`config.mk`:
```
export PLATFORM = sky130hd
export DESIGN_NAME = lsu_multicycle
export DESIGN_NICKNAME = d
export VERILOG_FILES = /design/src/rtl/lsu_multicycle.sv
export SDC_FILE = /design/constraint.sdc
export NUM_CORES = 1
export LEC_CHECK = 0
export BUFFER_PORTS_ARGS = -buffer_cell sky130_fd_sc_hd__buf_2
export CAP_MARGIN = 20
export CORE_MARGIN = 8
export CORE_UTILIZATION = 46
export CTS_BUF_LIST = sky130_fd_sc_hd__clkbuf_16
export DETAILED_ROUTE_END_ITERATION = 8
export PLACE_DENSITY = 0.68
export SYNTH_ARGS = -nofsm -noshare
export SYNTH_HDL_FRONTEND = slang
export SYNTH_SLANG_ARGS = --single-unit
```
`constraint.sdc`:
```
create_clock -name clk -period 4.8 [get_ports clk]
set_input_delay 0.24 -clock clk [delete_from_list [all_inputs] [get_ports clk]]
set_output_delay 0.24 -clock clk [all_outputs]
set_load 0.02 [all_outputs]
```
`src/rtl/lsu_multicycle.sv`:
```
// Multi-cycle load/store unit: decodes a 6-bit load/store op, drives a handshaked
// data-memory port (optionally splitting word-crossing accesses) and returns extended load data.
module lsu_multicycle #(
  parameter int XLEN           = 32,
  parameter int ADDR_W         = 32,
  parameter bit MISALIGN_SPLIT = 1'b1
) (
  input  logic                  clk,
  input  logic                  rst_n,
  input  logic                  req_valid,
  output logic                  req_ready,
  input  logic [5:0]            req_op,
  input  logic [ADDR_W-1:0]     req_addr,
  input  logic [XLEN-1:0]       req_wdata,
  output logic                  resp_valid,
  output logic [XLEN-1:0]       resp_rdata,
  output logic                  resp_err,
  output logic                  mem_valid,
  input  logic                  mem_ready,
  output logic [ADDR_W-1:0]     mem_addr,
  output logic [XLEN/8-1:0]     mem_we,
  output logic [XLEN-1:0]       mem_wdata,
  input  logic                  mem_rvalid,
  input  logic [XLEN-1:0]       mem_rdata,
  output logic [2:0]            o_dbg_state
);
  localparam int BYTES = XLEN / 8;
  localparam int OFFW  = $clog2(BYTES);
  localparam int SUMW  = OFFW + 2;
  localparam int W2B   = 2 * BYTES;

  typedef enum logic [2:0] {
    IDLE  = 3'd0,
    ACC1  = 3'd1,
    WAIT1 = 3'd2,
    ACC2  = 3'd3,
    WAIT2 = 3'd4,
    RESP  = 3'd5
  } state_t;

  function automatic logic f_illegal(input logic [5:0] op);
    logic legal;
    legal = 1'b0;
    if (op[5:3] == 3'b010)      legal = (op[2:0] != 3'b111);
    else if (op[5:3] == 3'b110) legal = (op[2] == 1'b0);
    if ((op[1:0] == 2'b11) && (XLEN == 32)) legal = 1'b0;
    return !legal;
  endfunction

  function automatic logic f_split(input logic [1:0] sz, input logic [OFFW-1:0] off);
    logic [SUMW-1:0] n;
    n = SUMW'(1) << sz;
    return ({2'b00, off} + n) > SUMW'(BYTES);
  endfunction

  state_t            r_state;
  state_t            w_next;
  logic [5:0]        r_op;
  logic [ADDR_W-1:0] r_addr;
  logic [XLEN-1:0]   r_wdata;
  logic [XLEN-1:0]   r_rd_lo;
  logic [XLEN-1:0]   r_rd_hi;
  logic              r_err;

  logic              w_acc_err;
  logic [OFFW-1:0]   w_off;
  logic              w_split;
  logic              w_store;
  logic [W2B-1:0]    w_mask;
  logic [W2B-1:0]    w_wide_we;
  logic [2*XLEN-1:0] w_wide_wd;
  logic [XLEN-1:0]   w_wide_rd;
  logic [XLEN-1:0]   w_ld_data;
  logic [ADDR_W-1:0] w_base;

  // Errors are resolved at accept time so they respond without touching memory.
  assign w_acc_err = f_illegal(req_op) |
                     (f_split(req_op[1:0], req_addr[OFFW-1:0]) & !MISALIGN_SPLIT);

  assign w_off     = r_addr[OFFW-1:0];
  assign w_split   = f_split(r_op[1:0], w_off);
  assign w_store   = r_op[5];
  assign w_base    = {r_addr[ADDR_W-1:OFFW], {OFFW{1'b0}}};
  assign w_wide_we = w_mask << w_off;
  assign w_wide_wd = {{XLEN{1'b0}}, r_wdata} << {w_off, 3'b000};
  assign w_wide_rd = XLEN'({r_rd_hi, r_rd_lo} >> {w_off, 3'b000});

  always_comb begin
    w_mask = '0;
    unique case (r_op[1:0])
      2'b00:   w_mask = W2B'(1);
      2'b01:   w_mask = W2B'(3);
      2'b10:   w_mask = W2B'(15);
      default: w_mask = W2B'(255);
    endcase
  end

  always_comb begin
    w_ld_data = '0;
    unique case (r_op[1:0])
      2'b00:   w_ld_data = r_op[2] ? XLEN'(w_wide_rd[7:0])  : XLEN'($signed(w_wide_rd[7:0]));
      2'b01:   w_ld_data = r_op[2] ? XLEN'(w_wide_rd[15:0]) : XLEN'($signed(w_wide_rd[15:0]));
      2'b10:   w_ld_data = r_op[2] ? XLEN'(w_wide_rd[31:0]) : XLEN'($signed(w_wide_rd[31:0]));
      default: w_ld_data = w_wide_rd;
    endcase
  end

  always_ff @(posedge clk or negedge rst_n) begin
    if (!rst_n) begin
      r_state <= IDLE;
      r_op    <= '0;
      r_addr  <= '0;
      r_wdata <= '0;
      r_rd_lo <= '0;
      r_rd_hi <= '0;
      r_err   <= 1'b0;
    end else begin
      r_state <= w_next;
      if (req_valid && req_ready) begin
        r_op    <= req_op;
        r_addr  <= req_addr;
        r_wdata <= req_wdata;
        r_rd_hi <= '0;
        r_err   <= w_acc_err;
      end
      if ((r_state == WAIT1) && mem_rvalid) r_rd_lo <= mem_rdata;
      if ((r_state == WAIT2) && mem_rvalid) r_rd_hi <= mem_rdata;
    end
  end

  // Both ports use valid/ready: a transfer happens on a clock edge where valid and ready
  // are both high; a raised valid and its payload hold steady until that edge.
  always_comb begin
    w_next = r_state;
    unique case (r_state)
      IDLE:    if (req_valid)  w_next = w_acc_err ? RESP : ACC1;
      ACC1:    if (mem_ready)  w_next = !w_store ? WAIT1 : (w_split ? ACC2 : RESP);
      WAIT1:   if (mem_rvalid) w_next = w_split ? ACC2 : RESP;
      ACC2:    if (mem_ready)  w_next = w_store ? RESP : WAIT2;
      WAIT2:   if (mem_rvalid) w_next = RESP;
      RESP:    w_next = IDLE;
      default: w_next = IDLE;
    endcase
  end

  always_comb begin
    req_ready   = (r_state == IDLE);
    resp_valid  = (r_state == RESP);
    resp_err    = resp_valid & r_err;
    resp_rdata  = (resp_valid && !r_err && !w_store) ? w_ld_data : '0;
    mem_valid   = (r_state == ACC1) || (r_state == ACC2);
    mem_addr    = '0;
    mem_we      = '0;
    mem_wdata   = '0;
    o_dbg_state = r_state;
    if (r_state == ACC1) begin
      mem_addr = w_base;
      if (w_store) begin
        mem_we    = w_wide_we[BYTES-1:0];
        mem_wdata = w_wide_wd[XLEN-1:0];
      end
    end else if (r_state == ACC2) begin
      mem_addr = w_base + ADDR_W'(BYTES);
      if (w_store) begin
        mem_we    = w_wide_we[W2B-1:BYTES];
        mem_wdata = w_wide_wd[2*XLEN-1:XLEN];
      end
    end
  end

endmodule

```
After elaboration in Yosys (flattened, before gate mapping)
Index checks and enable logic that the tools add are counted.
{"block": "classes", "muxes": 30, "magnitude_cmp": 1, "bitwise_logic": 2, "n_reduce_logical": 13, "eq_ne": 16, "shift": 4, "addsub": 2}
{"op": "32-bit two-way mux", "n": 11}
{"op": "32-bit one-hot mux with 2 select lines", "n": 1}
{"op": "32-bit by 5-bit left shift with 64-bit output", "n": 1}
{"op": "64-bit by 5-bit right shift with 32-bit output", "n": 1}
{"op": "32-bit by 3-bit adder with 32-bit output (second input constant)", "n": 1}
{"op": "3-bit two-way mux", "n": 8}
{"op": "8-bit one-hot mux with 3 select lines", "n": 1}
{"op": "4-bit two-way mux", "n": 4}
{"op": "3-bit one-hot mux with 5 select lines", "n": 1}
{"op": "2-bit inequality test (second input constant)", "n": 5}
{"op": "3-bit by 2-bit == test with 1-bit output (second input constant)", "n": 3}
{"op": "3-bit == test (second input constant)", "n": 3}
{"op": "8-bit by 2-bit left shift with 8-bit output", "n": 1}
{"op": "1-bit logical AND", "n": 5}
{"op": "5-bit AND reduction", "n": 1}
{"op": "2-bit by 4-bit adder with 4-bit output", "n": 1}
{"op": "2-bit == test (second input constant)", "n": 2}
{"op": "4-bit by 3-bit greater-than comparator with 1-bit output (second input constant)", "n": 1}
{"op": "1-bit two-way mux", "n": 4}
{"op": "1-bit by 2-bit left shift with 4-bit output (first input constant)", "n": 1}
{"op": "3-bit by 1-bit == test with 1-bit output (second input constant)", "n": 1}
{"op": "1-bit logical NOT", "n": 3}
{"op": "3-bit logical NOT", "n": 1}
{"op": "3-bit inequality test (second input constant)", "n": 1}
{"op": "6 further kinds", "n": 6}
{"block": "word_totals", "ff_bits": 138, "output_inout_bits": 107, "in_bits": 107, "wordCells": 75}

Logic depth before layout (Yosys ltp)
Gate-level depths: netlist (run 1).
{"block": "depth", "ltp_word": 7, "depth_mapped": 10}

Worst setup path after synthesis (run 1)
Ideal clock, no wire load.
{"block": "synth_timing", "path_type": "reg2out", "from": "register r_addr[2]", "to": "output mem_addr[22]", "setup_slack_ns": 2.477, "t_required_ns": 4.560, "arrival_ns": 2.083, "stages_incl_launch_ff": 6, "path_buffers": 0, "cell_sequence": "dfrtp_1 -> ha_1 -> nand3_2 -> or4_4 -> or4_1 -> a21oi_1"}
{"block": "synth_between", "elab_chain_cells": 3}
{"element": "from (decl)", "line": "59", "rtl": "logic [ADDR_W-1:0] r_addr;"}
{"element": "from (signal assigned)", "line": "121", "rtl": "r_addr <= req_addr;"}
{"element": "32-bit by 3-bit adder with 32-bit output", "line": "163", "rtl": "mem_addr = w_base + ADDR_W'(BYTES);"}
{"element": "32-bit two-way mux", "line": "162", "rtl": "end else if (r_state == ACC2) begin"}
{"element": "32-bit two-way mux", "line": "156", "rtl": "if (r_state == ACC1) begin"}
{"element": "to (decl)", "line": "20", "rtl": "output logic [ADDR_W-1:0] mem_addr,"}
Every way passes these cells.

Worst setup path in the final report (run 1)
{"block": "layout_timing", "from": "register r_state[1] (netlist: o_dbg_state[1])", "to": "output resp_rdata[23]"}
{"block": "layout_between", "elab_chain_cells": 4}
{"element": "from (decl)", "line": "56", "rtl": "state_t r_state;"}
{"element": "from (signal assigned)", "line": "118", "rtl": "r_state <= w_next;"}
{"element": "3-bit == test", "line": "148", "rtl": "resp_valid = (r_state == RESP);"}
{"element": "1-bit logical AND (2 in series)", "line": "150", "rtl": "resp_rdata = (resp_valid && !r_err && !w_store) ? w_ld_data : '0;"}
{"element": "32-bit two-way mux", "line": "150"}
{"element": "to (decl)", "line": "16", "rtl": "output logic [XLEN-1:0] resp_rdata,"}
Every way passes these cells.

==> flow_summary.ini, run 1 <==
[synthesis]
yosys_warnings = 0
synth_edf_count = 0
synthesis.instances = 740
seq_area_frac_synth = 0.412
synthDistinctLibCells = 55
async_flop_share = 1.00
ys.flop_type = dfrtp_1
synth_area_um2 = 7770
avgSynthCellArea_um2 = 10.5
ys_ff_latch = 128

[layout]
final_common_cell = buf_2
nNetsFinal = 1036
drive_gt1_frac = 0.412
area_growth_syn_to_layout_pct = 22.8
final_cell_mix = 210 x buf_2, 126 x dfrtp_1, 93 x nand2_1

[run_status]
status = complete, no violations

[sta]
tightest_slew_ps = 1070
rsz0062_at_grt = false
max_freq_mhz = 295
fin_skew_ps = 7.39
max_slew_margin = 0.282
post-route-period-util = 0.707
final.setup.worst_slack_ps = 1410
final-setup-viol-count = 0
finalWorstPathRequiredPeriod_ps = 3390
holdWs_ps = 44.1
finalHoldViolations = 0
tns_ps = 0
final_max_slew_viol_count = 0

[worst_setup_path]
cp_max_fo = 23
worstPathCellList = nand3b_1, or3_1, or4_1, o31ai_1, buf_2
crit_arrival_ps = 3150
criticalPathCategory = flop to output pin
cp_slowest_stage_delay_ps = 730
r2r-start = r_op[1]$_DFFE_PN0P_
crit_required_ps = 4560
r2r_cells = 9
cp-end-kind = output pin
cp_slowest_cell = or4_1
crit_start = o_dbg_state[1]$_DFFE_PN0P_
cp-start-kind = flop

[pwr]
p_seq_frac = 0.353
swShare = 0.426
leakage_nw = 4.52
p_int_mw = 3.78
ir_worst_vdd_uv = 367
pwr-share-comb = 0.469
power_switching_mw = 2.80
power_density_nw_per_um2 = 690
clock_power_share = 0.178

[cts]
cts_buffer_depth = 2
tritoncts = yes
clock_latency_ps = 410
numCtsBuffers = 17
path_clk_slew_ps = 60
htreeDepth = 4
cts.root.buffer_cell = clkbuf_16
cts_sinks = 128

[global_routing]
grt_usage = 0.211
grt_pass1_wl_um = 36300
grt_overflow = 0
antenna_found_initial = 1
grt_max_degree = 93
grt_pass1_vias = 6670

[route]
viasPerCell = 5.70
finalWirelength_um = 22500
wl_per_cell_um = 19.4
ant_nets = 0
firstDrtPassIters = 5
num_vias = 6620
drtIter0Drc = 554
drc = 0

[floorplan]
core_area_um2 = 16500
die_w_um = 146
initial_core_util = 0.470
ios = 214
die_y_um = 146
num_rows = 47
design.die.area_um2 = 21300

[run]
drv_cap = 0

[worst_hold_path]
min_path_cells = 3
hold_path_class = primary input to flop
hold_start = req_addr[15]

[placement]
place.gp.congestion = 0.907
place_ws_ps = 1840
dpl.hpwl_um = 16100
portBuffers = 211
-- stage by stage --
stage,util,cell area [um^2],power (mW),instances
6_report,0.578,9550,6.58,1161
5_1_grt,0.578,9540,7.06,1160
4_1_cts,0.576,9510,6.59,1158
3_5_place_dp,0.543,8970,5.38,1125
3_3_place_gp,0.543,8970,5.32,1125
2_1_floorplan,-,7780,4.51,741
-- layout make-up --
cell class              count  area [um^2]
diodes                      2         5.00
clock buffers              17          425
clock inverters            15          113
fillers                  1431         6980
inverters                  15         56.3
multi-input cells         542         4300
flip-flops and latches    128         3210
well taps                 220          275
repair buffers            222         1170
-- synthesized netlist by cell type, drive strengths merged, types with 2 or more instances --
master / number / area (um^2)
o31ai: 2 / 15.0
mux2i: 34 / 340
nor3: 9 / 45.0
o21ai: 37 / 185
nor2: 37 / 141
nor4: 4 / 25.0
o211ai: 2 / 15.0
a21o: 2 / 15.0
clkbuf: 27 / 101
a31oi: 4 / 25.0
inv: 15 / 56.3
mux2: 92 / 1040
ha: 3 / 37.5
dfrtp: 128 / 3200
and2: 11 / 68.8
o2bb2ai: 9 / 78.8
nand2b: 5 / 31.3
o311ai: 2 / 17.5
xnor2: 6 / 52.6
nand2: 93 / 349
or3: 9 / 56.3
a41o: 3 / 30.0
and3: 12 / 75.1
nand4: 11 / 75.1
xor2: 5 / 43.8
o22ai: 10 / 62.6
or4: 5 / 41.3
a22o: 32 / 280
a21oi: 29 / 145
buf: 29 / 149
mux4: 31 / 698
nand3: 26 / 148
-- power groups by stage --
stage          registers [mW]  logic [mW]  clock network (mW)
2_1_floorplan            2.00        2.52                   0
3_3_place_gp             2.30        3.02                   0
3_5_place_dp             2.32        3.06                   0
4_1_cts                  2.31        3.08                1.20
5_1_grt                  2.42        3.39                1.25
6_report                 2.32        3.09                1.17
-- sequential cells by signal, summed over array words and instances, names as in the netlist --
| signal | count |
|---|---|
| r_rd_lo | 32 |
| o_dbg_state | 3 |
| r_op | 4 |
| r_err | 1 |
| r_wdata | 32 |
| r_addr | 32 |
| r_rd_hi | 24 |
-- repair_timing --
| item | in CTS | in global routing |
|---|---|---|
| hold endpoints to repair | 91 | 0 |
| buffers inserted | 0 | 0 |
| gates resized for setup | 0 | 0 |
| hold buffers | 1 | 0 |
-- metal layers --
layer	GRT usage	vias up	share of wire
met4	0.0701	0	0.014
met5	0	-	0
met1	0.274	3236	0.43
met2	0.325	246	0.47
met3	0.0709	27	0.087
li1	-	3111	-
-- logic make-up after synthesis --
group | Yosys count | synth area share
buffers and inverters | 71 | 0.0394
XOR/XNOR | 11 | 0.0124
AND/OR/NAND/NOR | 229 | 0.144
multiplexers | 157 | 0.267
flip-flops | 128 | 0.412
adder cells (fa/ha/maj) | 3 | 0.00483
other | 1 | 0.000482
AO/OA/AOI/OAI | 140 | 0.120
-- final timing paths --
path,end,slack (ps)
worst max-delay path,resp_rdata[23],1410
worst min-delay path,r_addr[15]$_DFFE_PN0P_,40
worst max register to register,o_dbg_state[2]$_DFFE_PN0P_,1880
worst min register to register,r_rd_hi[23]$_DFFE_PN0P_,500
max in group asynchronous,r_wdata[10]$_DFFE_PN0P_,3280
min in group asynchronous,r_rd_lo[26]$_DFFE_PN0P_,470
-- worst max-delay path, delay by kind of cell, from the launching register on --
kind	cells	cell delay, ps
simple gates	3	1590
flops	1	640
compound gates	1	250
buf+inv	1	250
Note: power is estimated with default switching activity, not from simulation.
==> run 2, diff against run 1 <==
Settings changed: PLACE_DENSITY 0.68 to 0.7.
Clock period 4.8 ns to 2.9 ns, I/O delays scaled along.
==> flow_summary.ini, run 2 (synthesis gave the netlist of run 1 again) <==
[run_status]
status = complete, no violations

[pwr]
power_density_nw_per_um2 = 1070
leakage_nw = 5.10
p_total_mw = 11.6
ir_worst_vdd_uv = 571

[worst_setup_path]
cp_slowest_cell = dfrtp_1
crit_arrival_ps = 2620
cp_max_fo = 13
critPathTopFamily = simple AND/OR/NAND/NOR gates
cp-end-kind = output pin
crit_path_frequent_cell = buf_4
criticalPathCategory = flop to output pin
path_buf_inv = 3
crit_required_ps = 2760
cp_slowest_stage_delay_ps = 500
worstPathCellList = buf_4, nor4bb_2, nand2_1, buf_4, nor2_2, a22o_1, buf_2
cp-start-kind = flop

[layout]
fin_cells = 1279
final_util = 0.655
area_growth_syn_to_layout_pct = 39.2
nNetsFinal = 1157
num-fill-cells = 1285
design_area_um2 = 10800
reg.largest.list = r_addr: 32 flops, r_rd_lo: 32 flops, r_wdata: 32 flops
drive_gt1_frac = 0.386
final_common_cell = buf_2
final_cell_mix = 210 x buf_2, 126 x dfrtp_1, 101 x dlygate4sd3_1

[sta]
final-setup-viol-count = 0
holdWs_ps = 76.2
final.setup.worst_slack_ps = 138
max_freq_mhz = 362
finalHoldViolations = 0
tightest_slew_ps = 700
finalWorstPathRequiredPeriod_ps = 2760
max_slew_margin = 0.533
post-route-period-util = 0.952
fin_skew_ps = 11.0
rsz0062_at_grt = false
tns_ps = 0
final_max_slew_viol_count = 0

[placement]
dp_cells = 1145
portBuffers = 211
placed_cell_area_um2 = 9150
place.gp.congestion = 0.890
place_ws_ps = 567
dpl.hpwl_um = 16400

[floorplan]
die_y_um = 146
num_rows = 47
core_area_um2 = 16500
ios = 214
initial_core_util = 0.470
die_w_um = 146
design.die.area_um2 = 21300

[cts]
cts_buffer_depth = 2
cts.root.buffer_cell = clkbuf_16
clock_latency_ps = 420
htreeDepth = 4
cts_sinks = 128
path_clk_slew_ps = 50
numCtsBuffers = 17
tritoncts = yes

[global_routing]
grt_pass1_wl_um = 39300
antenna_found_initial = 1
grt_usage = 0.227
grt_overflow = 0
grt_max_degree = 74
grt_pass1_vias = 7523

[route]
drc = 0
wl_per_cell_um = 19.0
num_vias = 7223
finalWirelength_um = 24300
ant_nets = 0
firstDrtPassIters = 6
viasPerCell = 5.65
drtIter0Drc = 454

[worst_hold_path]
hold_path_class = primary input to flop

[run]
drv_cap = 0
-- run 2: cell types whose count changed in the layout (fill, tap and decap cells not counted), sizes merged, moves of 3 or more --
cell,change
bufinv,+5
inv,-5
dlygate4sd3,+100
clkinvlp,-3
buf,+21
-- run 2: what timing repair did --
| action | CTS | global route |
|---|---|---|
| hold endpoints to repair | 195 | 0 |
| hold buffers | 101 | 0 |
| setup buffers | 0 | 2 |
| resized for setup | 0 | 1 |
| endpoints found under the setup margin | 0 | 2 |
-- run 2: final cells by class --
cell class                      count  area, um^2  area share
Inverter                           15        56.3     0.00520
Multi-Input combinational cell    542        4300       0.397
Antenna cell                        1        2.50    0.000231
Clock inverter                     13         213      0.0197
Sequential cell                   128        3210       0.296
Clock buffer                       17         425      0.0393
Timing Repair Buffer              343        2340       0.217
Tap cell                          220         275      0.0254
-- run 2: layer usage --
layer	vias up	share of wire	GRT usage
met5	-	0	0
met4	0	0.020	0.0778
met3	39	0.078	0.0700
met2	293	0.48	0.376
met1	3543	0.42	0.277
li1	3348	-	-
-- run 2: final timing paths --
path | from | end | slack, ps | cells past startpoint
min | mem_rvalid | o_dbg_state[1]$_DFFE_PN0P_ | 80 | 4
max reg2reg | r_op[0]$_DFFE_PN0P_ | o_dbg_state[2]$_DFFE_PN0P_ | 720 | 10
max | o_dbg_state[1]$_DFFE_PN0P_ | mem_wdata[1] | 140 | 7
max in group asynchronous | rst_n | r_rd_hi[1]$_DFFE_PN0P_ | 1870 | 3
min reg2reg | r_rd_lo[3]$_DFFE_PN0P_ | r_rd_lo[3]$_DFFE_PN0P_ | 500 | 1
min in group asynchronous | rst_n | r_rd_lo[22]$_DFFE_PN0P_ | 310 | 2
-- run 2: worst register-to-register path, stage by stage, from the launching register on --
cell and delay (ps):
dfrtp_1 460, inv_1 140, nand2_1 90, buf_4 180, inv_1 60, ha_1 190
ha_1 300, o211ai_1 270, nand3_1 120, a21o_1 190, a31oi_1 110
-- run 2: power breakdown --
part	total (mW)	internal [mW]	switching [mW]
logic	5.57	2.70	2.86
registers	3.69	2.67	1.02
clock network	2.33	1.52	0.810
total	11.6	6.90	4.70
